===== src/rtl/block_plotter.sv =====
// Draws a SIZE x SIZE square per request as a one-pixel-per-cycle stream for a VGA adapter.
// Define BLOCK_PLOTTER_ERASE_PREV_EN to erase the previous square in BG_COLOUR before each draw.
module block_plotter #(
    parameter int         SIZE      = 2,
    parameter int         Y_LIMIT   = 120,
    parameter logic [2:0] BG_COLOUR = 3'b011
) (
    input  logic       clk,
    input  logic       resetn,
    input  logic       req_valid,
    input  logic [6:0] req_x,
    input  logic [6:0] req_y,
    input  logic [2:0] req_colour,
    output logic       req_ready,
    output logic       busy,
    output logic       done,
    output logic [6:0] pix_x,
    output logic [6:0] pix_y,
    output logic [2:0] pix_colour,
    output logic       pix_plot
);

    localparam logic [1:0] IDLE  = 2'd0;
    localparam logic [1:0] ERASE = 2'd1;
    localparam logic [1:0] DRAW  = 2'd2;
    localparam logic [1:0] DONE  = 2'd3;
    localparam logic [2:0] LAST  = 3'(SIZE - 1);

    logic [1:0] state, next_state;
    logic [2:0] dx, dy, next_dx, next_dy;
    logic [6:0] lat_x, lat_y;
    logic [2:0] lat_colour;
    logic       start_erase;
    logic [6:0] base_x, base_y;
    logic [2:0] base_colour;
    logic [7:0] sum_x, sum_y;
    logic       next_plot;

`ifdef BLOCK_PLOTTER_ERASE_PREV_EN
    logic [6:0] prev_x, prev_y;
    logic       prev_valid;
    assign start_erase = prev_valid;
`else
    assign start_erase = 1'b0;
`endif

    assign req_ready = (state == IDLE);
    assign busy      = (state != IDLE);
    assign done      = (state == DONE);

    // Row-major scan: dx wraps fastest, then dy; ERASE chains into DRAW.
    always_comb begin
        next_state = state;
        next_dx    = dx;
        next_dy    = dy;
        case (state)
            IDLE: begin
                if (req_valid) begin
                    next_state = start_erase ? ERASE : DRAW;
                    next_dx    = 3'd0;
                    next_dy    = 3'd0;
                end
            end
            ERASE, DRAW: begin
                if (dx == LAST) begin
                    next_dx = 3'd0;
                    if (dy == LAST) begin
                        next_dy    = 3'd0;
                        next_state = (state == ERASE) ? DRAW : DONE;
                    end else begin
                        next_dy = dy + 3'd1;
                    end
                end else begin
                    next_dx = dx + 3'd1;
                end
            end
            default: next_state = IDLE;
        endcase
    end

    // Pixels are computed for the upcoming cycle so the outputs can be registered
    // while the first pixel still appears the cycle after acceptance.
    always_comb begin
        base_x      = (state == IDLE) ? req_x      : lat_x;
        base_y      = (state == IDLE) ? req_y      : lat_y;
        base_colour = (state == IDLE) ? req_colour : lat_colour;
`ifdef BLOCK_PLOTTER_ERASE_PREV_EN
        if (next_state == ERASE) begin
            base_x = prev_x;
            base_y = prev_y;
        end
`endif
        if (next_state == ERASE) begin
            base_colour = BG_COLOUR;
        end
        sum_x     = {1'b0, base_x} + {5'b0, next_dx};
        sum_y     = {1'b0, base_y} + {5'b0, next_dy};
        next_plot = ((next_state == ERASE) || (next_state == DRAW)) &&
                    !sum_x[7] && (sum_y < 8'(Y_LIMIT));
    end

    always_ff @(posedge clk) begin
        if (!resetn) begin
            state      <= IDLE;
            dx         <= 3'd0;
            dy         <= 3'd0;
            pix_plot   <= 1'b0;
            pix_x      <= 7'd0;
            pix_y      <= 7'd0;
            pix_colour <= 3'd0;
        end else begin
            state    <= next_state;
            dx       <= next_dx;
            dy       <= next_dy;
            pix_plot <= next_plot;
            if (next_plot) begin
                pix_x      <= sum_x[6:0];
                pix_y      <= sum_y[6:0];
                pix_colour <= base_colour;
            end
        end
    end

    // NOTE: request latches carry no reset; they are always written before being read.
    always_ff @(posedge clk) begin
        if (state == IDLE && req_valid) begin
            lat_x      <= req_x;
            lat_y      <= req_y;
            lat_colour <= req_colour;
        end
    end

`ifdef BLOCK_PLOTTER_ERASE_PREV_EN
    always_ff @(posedge clk) begin
        if (!resetn) begin
            prev_x     <= 7'd0;
            prev_y     <= 7'd0;
            prev_valid <= 1'b0;
        end else if (state == DONE) begin
            prev_x     <= lat_x;
            prev_y     <= lat_y;
            prev_valid <= 1'b1;
        end
    end
`endif

endmodule


===== config.mk =====
export PLATFORM = sky130hd
export DESIGN_NAME = block_plotter
export DESIGN_NICKNAME = d
export VERILOG_FILES = /design/src/rtl/block_plotter.sv
export SDC_FILE = /design/constraint.sdc
export NUM_CORES = 1
export LEC_CHECK = 0
export ABC_AREA = 1
export CAP_MARGIN = 20
export CORE_UTILIZATION = 47
export CTS_CLUSTER_DIAMETER = 40
export DETAILED_ROUTE_END_ITERATION = 16
export PLACE_DENSITY = 0.86
export SYNTH_ARGS = -nofsm -noshare
export SYNTH_HDL_FRONTEND = slang
export SYNTH_SLANG_ARGS = --single-unit
export TNS_END_PERCENT = 10

===== constraint.sdc =====
create_clock -name clk -period 2.8 [get_ports clk]
set_clock_uncertainty 0.1 [all_clocks]
set_input_delay 0.28 -clock clk [delete_from_list [all_inputs] [get_ports clk]]
set_output_delay 0.28 -clock clk [all_outputs]
set_load 0.01 [all_outputs]

==> Flow_metrics.wiki, run 1 <==
{| class="wikitable"
! Metric !! Value
|-
| Result of the run || finished with violations
|-
| Failing checks || negative setup slack
|-
| Grt ovf || 0
|-
| Slowest CP cell || fa_2
|-
| Post-Synthesis Cells || a little over 300
|-
| Die height || approximately 72 um
|-
| Number of antenna cells inserted || 0
|-
| Routed vias || 2,223
|-
| Number of flops mapped to enable cells by yosys || 17
|-
| Flop2flop setup slack || -0.23 ns
|-
| All-Layer GR Usage || 21.7%
|-
| Kind of capture point of the worst setup path || flip-flop
|-
| Worst hold path cell count || 2
|-
| Number of port buffers || 40
|-
| Initial detailed-routing violation count || 101
|-
| Leading post-synthesis cells by instance count || 81 x nand2_1, 41 x inv_1, 34 x nor2_1
|-
| Ratio of cells with drive above 1 in the final layout || 22.8%
|-
| Slew at the pin closest to its max-slew limit || 0.672 ns
|-
| # hold bufs at CTS || 0
|-
| Fraction of synthesized cell area taken by the top area cell type || 22.3%
|-
| Final std cells w/o fill || between 400 and 500
|-
| Sum of routed wire length over all layers || between 5 and 6 mm
|-
| Sequential element share of the synthesized area || between 40% and 50%
|-
| Critical path required time || a little under 3 ns
|-
| Worst setup path category || flip-flop to flip-flop
|-
| HP Class || flip-flop to flip-flop
|-
| Number of I/O pins || 41
|-
| Die Width || 72.4 um
|-
| Switching Fraction || 31.2%
|-
| TritonCTS clock tree || built
|-
| Average instance area after synthesis || ~7.7 um2
|-
| Clock latency of the later-clocked register in the worst-skew pair || 0.30 ns
|-
| Final weighted congestion of routability-driven global placement || ~0.85
|-
| Start point of the worst hold path || pix_y[5]
|-
| Area of the core region || 0.00475 mm2
|-
| Largest net degree at the start of global routing || 23
|-
| Post-DRT Antenna Nets || 0
|-
| Distinct cells, synth || 31
|-
| Worst-path clk slew || 0.08 ns
|-
| Final cycle utilization of the critical path || 108%
|-
| Async SR Flop Fraction || 0%
|-
| P per Cell Area || slightly above 500 mW/mm2
|-
| Ratio of routed vias to standard cells || 4.95
|-
| Peak ir drop on the vdd network || about 0.00029 V
|-
| Cell-internal power || 1180 uW
|-
| Destination of the worst hold path || pix_y[5]
|-
| Average wire per standard cell || 12.7 um
|-
| Cell with the most instances after synthesis || nand2_1
|-
| Worst slew slack as a fraction of its limit || 55.2%
|-
| Cells along the critical path || inv_2 > ha_4 > inv_4 > nor2_4 > nor2_2 > inv_2 > a32oi_2 > inv_1 > ha_2 > inv_2 > fa_2 > inv_2 > a21oi_2 > nor2_2 > nand2_1 > nand2_1 > nand2_1 > nor2_2 > nand3_4 > clkbuf_16 > nand3_1 > nand2_1 > nor2_1
|-
| Crit start category || flip-flop
|-
| Half-perimeter wire length after placement || 3.84 mm
|-
| Synth warn || 0
|-
| Synth Net Count || around 340
|-
| Worst path max stage delay || ~0.37 ns
|-
| Number of antenna violations at the first check in global routing || 0
|-
| Leakage Power || 0.00152 uW
|-
| Fmax || 330 MHz
|-
| Data arrival time of the critical path || 3.18 ns
|-
| Number of buffers created by CTS || 5
|-
| Most used flip-flop cell after synthesis || dfxtp_1
|-
| Terminus of the critical flop-to-flop path || pix_y[1]
|-
| Worst r2r path cells || 23
|-
| Initial core utilization || 49.0%
|-
| Pins Over Slew Limit || 0
|-
| Clock root buffer || clkbuf_8
|-
| Synthesis-to-layout area growth || 43.5%
|-
| Fillers || 373
|-
| Final net count || 413
|-
| Post-synthesis instance area || roughly 0.0023 mm2
|-
| Clock network fraction of design power || 22.8%
|-
| Max Buffers Root-to-Sink || 2
|-
| Number of levels the H-tree was split into || 2
|-
| Number of search-and-repair iterations in the first detailed-routing pass || 4
|-
| Cell types with the largest area share after synthesis || dfxtp_1 22%, edfxtp_1 22%, nand2_1 13%
|-
| Final Critical Period || 3.03 ns
|-
| Final WS setup || -0.234 ns
|-
| Reported net switching power || roughly 530 uW
|-
| Final setup vio count || 18
|-
| Via count of the first global-routing pass || 2,038
|-
| Most area-hungry cell type in the Yosys netlist || dfxtp_1
|-
| Flip-flop and latch count after synthesis || 43
|-
| Number of instances in the placed design || between 400 and 500
|-
| Number of sinks handled by clock tree synthesis || 43
|-
| Crit-path max FO || 6
|-
| Share of total power in combinational logic || between 30% and 40%
|-
| Reg-to-reg startpoint || state[1]
|-
| Drc violations || 0
|-
| Wire length of the first global-routing pass || 8.69 mm
|-
| Proportion of power drawn by flip-flops and latches || between 40% and 50%
|-
| Die Area || between 0.005 and 0.006 mm2
|-
| Pre-CTS setup slack || -0.297 ns
|-
| Number of endpoints with negative hold slack in the final report || 0
|-
| Num rows || 25
|-
| Maxcap violations || 0
|-
| Setup repair after global routing missed its margin || yes
|}
[metrics by stage]
stage / cell area (um2) / hold WS, ns / util [%] / total power [uW] / TNS [ns]
2_1_floorplan: 2370 / 0.279 / - / 1040 / -0.0921
3_3_place_gp: 3010 / 0.334 / 63.3 / 1240 / -2.01
3_5_place_dp: 3010 / 0.342 / 63.3 / 1260 / -4.27
4_1_cts: 3150 / 0.354 / 66.3 / 1660 / -1.27
5_1_grt: 3340 / 0.391 / 70.3 / 1800 / -5.38
6_report: 3340 / 0.368 / 70.3 / 1710 / -2.72
[sequential cells by signal (all words and copies together), names as in the netlist]
register,count
lat_y,7
state,2
pix_x,7
pix_colour,3
lat_x,7
lat_colour,3
pix_y,7
pix_plot,1
dy,3
dx,3
[power by group through the flow]
stage | Combinational (uW) | Sequential, uW | Clock (uW)
floorplan | 264 | 779 | 0
global placement | 478 | 760 | 0
detailed placement | 493 | 762 | 0
CTS | 509 | 748 | 403
global route | 625 | 757 | 420
finish | 570 | 751 | 391
[final cells by class]
type | count | area, um2 | share of cell area, %
Clock inverter | 2 | 12.5 | 0.374
Tap cell | 67 | 83.8 | 2.51
Sequential cell | 43 | 1030 | 30.9
Clock buffer | 6 | 72.6 | 2.17
Inverter | 42 | 160 | 4.79
Multi-Input combinational cell | 208 | 1210 | 36.2
Timing Repair Buffer | 81 | 771 | 23.0
[worst max-delay path: cells and delay by family, from the launching register on]
family                     cells  cell delay (ns)
AOI/OAI and AO/OA              2             0.11
adders and majority gates      3             0.72
buffers and inverters          7             0.60
DFF                            1             0.34
and+or+nand+nor               11             1.10
[cell usage in the layout (no fill, tap or decap), types with 2 or more instances in the layout]
cell | synthesis | layout
nand2_1 | 81 | 80
clkdlybuf4s50_1 | 0 | 40
inv_1 | 41 | 35
buf_4 | 1 | 34
nor2_1 | 34 | 31
dfxtp_1 | 26 | 23
nand3_1 | 22 | 20
a21oi_1 | 25 | 17
edfxtp_1 | 17 | 17
a21oi_2 | 0 | 8
ha_1 | 10 | 7
inv_2 | 1 | 6
xor2_1 | 7 | 6
nor2_2 | 3 | 5
clkbuf_8 | 0 | 5
o21ai_0 | 6 | 4
buf_6 | 2 | 4
nand3b_1 | 3 | 3
dfxtp_2 | 0 | 3
nor3_1 | 3 | 2
nand2_2 | 1 | 2
nand3_2 | 1 | 2
ha_4 | 0 | 2
clkbuf_16 | 0 | 2
[how the worst max path moves through the flow]
stage	to	from	slack, ns	depth (start not counted)
finish	pix_y[1]	state[1]	-0.23	23
global route	pix_y[1]	state[1]	-0.38	23
CTS	pix_x[3]	state[0]	-0.1	22
detailed placement	pix_y[1]	req_valid	-0.30	20
global placement	pix_y[4]	req_valid	-0.13	20
floorplan	pix_colour[0]	state[1]	-0.006	23
[what timing repair did]
item                       4_1_cts  5_1_grt
buffers inserted                 3        5
pin swaps                        2       14
gates resized for setup          8       26
gates cloned                     0        3
setup endpoints to repair       17       18
[cells by family after synthesis]
| family | Yosys count | synth area share (%) |
|---|---|---|
| simple gates | 151 | 27.3 |
| buf+inv | 53 | 9.61 |
| flops | 43 | 44.2 |
| compound gates | 37 | 8.75 |
| fa+ha+maj | 12 | 7.09 |
| xor+xnor | 8 | 3.01 |
[metal layers]
layer	share of wire (%)	vias to the layer above	track usage, %
met5	0	-	0
met4	2.7	0	10.2
met3	4.0	13	3.89
met2	49	62	37.2
met1	44	1023	26.4
li1	-	1125	-
Power figures use the tool's default switching activity.
==> run 2, diff against run 1 <==
--- a/config.mk
+++ b/config.mk
@@ -11,6 +11,7 @@
 export CTS_CLUSTER_DIAMETER = 40
 export DETAILED_ROUTE_END_ITERATION = 16
 export PLACE_DENSITY = 0.86
+export REMOVE_ABC_BUFFERS = 1
 export SYNTH_ARGS = -nofsm -noshare
 export SYNTH_HDL_FRONTEND = slang
 export SYNTH_SLANG_ARGS = --single-unit
==> run 2 against run 1 <==
  * Sequential power is essentially flat
  * Worst setup slack got worse by 0.029 ns
  * Clock power grew 6.9%
  * First-iteration DRC count rose by 14%
  * Register-to-register slack got worse by 0.03 ns
  * Final area rose by 2.3%
  * Via count increased by 2.9%
  * Maximum frequency shrank 0.96%
  * The run still ends with negative setup slack left
==> Flow_metrics.wiki, run 2 (synthesis results as in run 1) <==
{| class="wikitable"
! Metric !! Value
|-
| Worst slew slack as a fraction of its limit || roughly half
|-
| Clock latency of the later-clocked register in the worst-skew pair || 0.30 ns
|-
| Number of sinks handled by clock tree synthesis || 43
|-
| Most common library cell in the layout ignoring fill and taps || nand2_1
|-
| Final net count || 417
|-
| Die height || 72.4 um
|-
| Number of antenna cells inserted || 0
|-
| Delay-heaviest family, CP || simple AND/OR/NAND/NOR gates
|-
| Post-DRT Antenna Nets || 0
|-
| Crit-path max FO || 6
|-
| Slew at the pin closest to its max-slew limit || 0.742 ns
|-
| Final cycle utilization of the critical path || 109%
|-
| Sum of negative setup slack || -3.93 ns
|-
| Initial core utilization || 49.0%
|-
| Pins Over Slew Limit || 0
|-
| Ratio of cells with drive above 1 in the final layout || approximately a quarter
|-
| Proportion of power drawn by flip-flops and latches || 42.6%
|-
| Max Buffers Root-to-Sink || 2
|-
| Initial detailed-routing violation count || 115
|-
| Post-layout instance area || 0.00342 mm2
|-
| Maxcap violations || 0
|-
| Average wire per standard cell || 13.8 um
|-
| Final WS setup || -0.264 ns
|-
| Final setup vio count || 18
|-
| Kind of capture point of the worst setup path || flip-flop
|-
| All-Layer GR Usage || 24.4%
|-
| Data arrival time of the critical path || 3.17 ns
|-
| Cells along the critical path || inv_4 > ha_4 > inv_4 > nor2_4 > nor2_1 > inv_1 > buf_4 > nand2_1 > nand2_1 > inv_1 > fa_2 > inv_2 > a21oi_4 > nor2_4 > nand2_2 > nand2_2 > nand2_2 > nor2_4 > nand3_4 > clkbuf_16 > a21oi_1 > nor2_1
|-
| Failing checks || negative setup slack
|-
| Half-perimeter wire length after placement || roughly 4 mm
|-
| Clock network fraction of design power || a little under a quarter
|-
| Largest net degree at the start of global routing || 22
|-
| Worst-path clk slew || 0.10 ns
|-
| Wire length of the first global-routing pass || between 9 and 10 mm
|-
| Grt ovf || 0
|-
| Number of search-and-repair iterations in the first detailed-routing pass || 4
|-
| Switching Fraction || 32.2%
|-
| Result of the run || finished with violations
|-
| Ratio of routed vias to standard cells || approximately 5.0
|-
| TritonCTS clock tree || built
|-
| Die Area || 0.00525 mm2
|-
| Final weighted congestion of routability-driven global placement || 0.878
|-
| Number of antenna violations at the first check in global routing || 0
|-
| Critical path buffers and inverters || 7
|-
| Clock root buffer || clkbuf_8
|-
| Routed length on met2 || 3.38 mm
|-
| Final hold slack || between 0.3 and 0.4 ns
|-
| HP Class || flip-flop to flip-flop
|-
| Pwr Total || 1770 uW
|-
| Detailed-routing wirelength on met1 || ~2.5 mm
|-
| Highest signal layer in the routed design || met4
|-
| Number of endpoints with negative hold slack in the final report || 0
|-
| Final Critical Period || 3.06 ns
|-
| Die Width || about 72 um
|-
| Final core area utilization || 71.9%
|-
| Num rows || 25
|-
| Most frequent cells in the layout || 76 x nand2_1, 40 x clkdlybuf4s50_1, 38 x buf_4
|-
| Worst path max stage delay || 0.40 ns
|-
| # hold bufs at CTS || 0
|-
| Area of the core region || 0.00475 mm2
|-
| Slowest CP cell || fa_2
|-
| Number of port buffers || 40
|-
| Worst setup path category || flip-flop to flip-flop
|-
| Cell-internal power || 1200 uW
|-
| P per Cell Area || 517 mW/mm2
|-
| Drc violations || 0
|-
| Critical path required time || 2.90 ns
|-
| Via count of the first global-routing pass || 2,283
|-
| Number of I/O pins || 41
|-
| Sum of routed wire length over all layers || 6.25 mm
|-
| Synthesis-to-layout area growth || 46.8%
|-
| Number of buffers created by CTS || 5
|-
| Leakage Power || 0.00156 uW
|-
| Peak ir drop on the vdd network || 0.000326 V
|-
| Fmax || 326 MHz
|-
| Wire length on met3 || 266 um
|-
| Reported net switching power || 570 uW
|-
| Crit start category || flip-flop
|-
| Routed vias || approximately 2,300
|-
| Area of placed instances || 0.00302 mm2
|-
| Share of total power in combinational logic || 33.8%
|-
| Setup repair after global routing missed its margin || yes
|-
| Number of levels the H-tree was split into || 2
|}
==> run 2: changes by cell type in the layout (fill, tap and decap cells not counted), sizes merged <==
| cell | before | now |
|---|---|---|
| clkinv | 1 | 0 |
| inv | 42 | 43 |
| clkbuf | 8 | 7 |
| clkinvlp | 1 | 2 |
| buf | 39 | 43 |
==> run 2: power groups by stage <==
stage / Clock [uW] / Sequential [uW] / Combinational, uW
floorplan: 0 / 779 / 233
global placement: 0 / 759 / 484
detailed placement: 0 / 762 / 500
CTS: 422 / 749 / 545
global route: 446 / 758 / 649
finish: 418 / 752 / 598
==> run 2: layer usage <==
layer | global-route usage [%] | vias to the layer above
met2 | 46.9 | 81
met3 | 4.86 | 19
met4 | 8.50 | 0
met5 | 0 | -
li1 | - | 1130
met1 | 26.1 | 1057
==> run 2: cell type report <==
class	count	area, um2
repair buffers	85	826
flip-flops and latches	43	1040
fillers	350	1330
clock inverters	3	23.8
clock buffers	5	68.8
inverters	42	163
well taps	67	83.8
multi-input cells	208	1220
==> run 2: final timing paths <==
path	slack, ns	startpoint	to	cells after the start
hold / removal	0.35	pix_y[5]	pix_y[5]	2
setup reg to reg	-0.26	state[0]	pix_x[6]	22
setup / recovery	-0.26	state[0]	pix_x[6]	22
hold reg to reg	0.35	pix_y[5]	pix_y[5]	2
==> run 2: tightest hold or removal path, stage by stage (launching register included) <==
cell and delay (ns):
dfxtp_1 0.32, inv_1 0.05, a21oi_1 0.05
==> run 2: repair_timing <==
item,in CTS,in global routing
resized for setup,20,28
gates cloned,2,1
setup endpoints to repair,18,18
buffers inserted,6,4
pin swaps,8,15
==> run 2: stage by stage <==
stage          std cells  worst slack [ns]
4_1_cts              448            -0.178
2_1_floorplan        293             -1.22
5_1_grt              453            -0.437
3_5_place_dp         432            -0.396
6_report             453            -0.264
3_3_place_gp         432            -0.228
==> run 3, diff against run 2 <==
--- a/config.mk
+++ b/config.mk
@@ -6,6 +6,7 @@
 export NUM_CORES = 1
 export LEC_CHECK = 0
 export ABC_AREA = 1
+export ABC_CLOCK_PERIOD_IN_PS = 2800
 export CAP_MARGIN = 20
 export CORE_UTILIZATION = 47
 export CTS_CLUSTER_DIAMETER = 40
==> results of run 3 <==
The final DEF is identical to that of run 2; final timing and power are the same.
==> patch: new RTL, flow settings as in run 3 <==
Change the parameter `Y_LIMIT` from 120 to 60.
--- a/src/rtl/block_plotter.sv
+++ b/src/rtl/block_plotter.sv
@@ -4,3 +4,3 @@
     parameter int         SIZE      = 2,
-    parameter int         Y_LIMIT   = 120,
+    parameter int         Y_LIMIT   = 60,
     parameter logic [2:0] BG_COLOUR = 3'b011
Check against the original RTL: not equivalent (a bounded check fails within 4 cycles, from zero or initial values and one cycle with resetn low).
==> patch against run 3 <==
  * The run still ends with setup timing left
  * Hold slack worse by 7.3 ps
  * Sequential cell count unchanged
  * Wire length up 15%
  * Synthesized area up 7.9%
  * Final area up 2.7%
  * Setup slack worse by 21 ps
  * Total power down 2.2%
  * Sequential share of layout area down 0.86 points
  * Critical path type unchanged
  * Highest routed layer unchanged
==> patch: results (changes against run 3) <==
CTS Buffer Depth 2 (unchanged); routed vias 2562 (was 2287); Port Buf Inserts 40 (unchanged); LEAKAGE 1.73 nW (was 1.56 nW); H-tree levels 2 (unchanged); largest net degree at the start of global routing 20 (was 22); final worst setup slack -285 ps (was -264 ps); ys async rst share 0% (unchanged); CTS Buf Count 5 (unchanged); fill count 407 (was 350); share of layout cells above drive strength 1 20.9% (was 24.1%); Worst-path clk slew 80 ps (was 100 ps); endpoints failing setup 18 (unchanged); Arr. time, crit path 3220 ps (was 3170 ps); number of synthesized flops with an enable pin 17 (unchanged); GRT Total Usage 26.4% (was 24.4%); initial antenna violation count 0 (unchanged); first-pass GRT wire length 11200 microns (was 9750 microns); setup TNS -4130 ps (was -3930 ps); post-DP HPWL 4420 microns (was 3980 microns); nets 461 (was 417); top cells by area, synth dfxtp_1, edfxtp_1, nand2_1, inv_1, ha_1 (was dfxtp_1, edfxtp_1, nand2_1, inv_1, nor2_1); Worst Hold Depth 2 (unchanged); R2R cell count 21 (was 22); ant diodes 0 (unchanged); number of routed nets with antenna violations 0 (unchanged); sequential area share after synthesis 41.0% (was 44.2%); top cells by count, synth nand2_1, inv_1, nor2_1, dfxtp_1, edfxtp_1 (was nand2_1, inv_1, nor2_1, dfxtp_1, a21oi_1); Slew @ Worst Pin 678 ps (was 742 ps); Clock Latency Late Sink 300 ps (about the same); First-pass DRT Iterations 6 (was 4); WL/cell 14.3 microns (was 13.8 microns); Placer Congestion 0.889 (was 0.878); Hold Path Class reg -> reg (unchanged); synth warn 0 (unchanged); clock root buffer clkbuf_8 (unchanged); failing checks setup timing (unchanged); peak supply drop 0.000339 V (was 0.000326 V); vias in the first global route 2456 (was 2283); Max FO, Critical Path 8 (was 6); final slew viol count 0 (unchanged); outcome finished with violations (unchanged); Synth Flop Type dfxtp_1 (unchanged); Synth cell types 32 (was 31); Detailed Route Iter0 Violations 240 (was 115)
-- patch: stage by stage --
step	area [sq um]	instances	hold slack, ps	util [%]	setup slack [ps]
final	3510	500	347	68.3	-285
after global routing	3510	500	370	68.3	-431
after CTS	3460	499	350	67.4	-215
after detailed placement	3170	485	338	61.7	-538
after global placement	3170	485	331	61.7	-280
after floorplan	2450	344	278	-	-575
-- patch: repair_timing --
item	CTS	global route
setup endpoints to repair	18	18
buffers inserted	4	1
pin swaps	23	21
cloned	2	0
gates resized for setup	45	10
-- patch: cell type report --
class | count | share of cell area (%)
flip-flops and latches | 43 | 29.4
multi-input cells | 223 | 36.6
clock buffers | 8 | 2.85
inverters | 79 | 8.59
repair buffers | 77 | 20.1
well taps | 70 | 2.49
-- patch: worst paths after layout --
check                              start       end  slack (ps)
worst max-delay path            state[1]  pix_y[2]        -280
worst min-delay path            pix_y[5]  pix_y[5]         350
worst max register to register  state[1]  pix_y[2]        -280
worst min register to register  pix_y[5]  pix_y[5]         350
-- patch: critical path: stages, from the launching register on --
cell     delay (ps)
dfxtp_2         350
inv_2            60
ha_4            270
inv_4            40
nor2_4           80
inv_2            60
nor4_4          210
o21ai_2         110
inv_1           100
ha_2            200
inv_2            50
fa_2            380
inv_2            80
nand2_4          50
nand2_4          60
nand4_1         130
nand2_2         130
nand2_4         100
buf_6           160
nand3_1          70
nand2_1          70
a21oi_2         140
-- patch: routing by layer --
metal | global-route usage, % | share of wire, % | vias up
met2 | 43.6 | 48 | 111
met5 | 0 | 0 | -
met1 | 34.0 | 42 | 1171
met3 | 4.28 | 6.0 | 33
li1 | - | - | 1247
met4 | 12.3 | 3.7 | 0
-- patch: power breakdown --
group | switching (mW) | leakage, nW | total [mW] | internal (mW)
Sequential | 0.0237 | 0.377 | 0.731 | 0.708
Combinational | 0.310 | 1.30 | 0.560 | 0.250
Clock | 0.212 | 0.0515 | 0.438 | 0.225
Total | 0.546 | 1.73 | 1.73 | 1.18
-- patch: logic make-up (layout without fill, tap and decap cells) --
logic type,count (synthesis),count (layout),synth area share [%]
XOR/XNOR,4,4,1.39
AND/OR/NAND/NOR,178,179,30.3
flip-flops,43,43,41.0
AO/OA/AOI/OAI,28,28,6.17
buffers and inverters,89,164,14.6
adder cells (fa/ha/maj),12,12,6.56
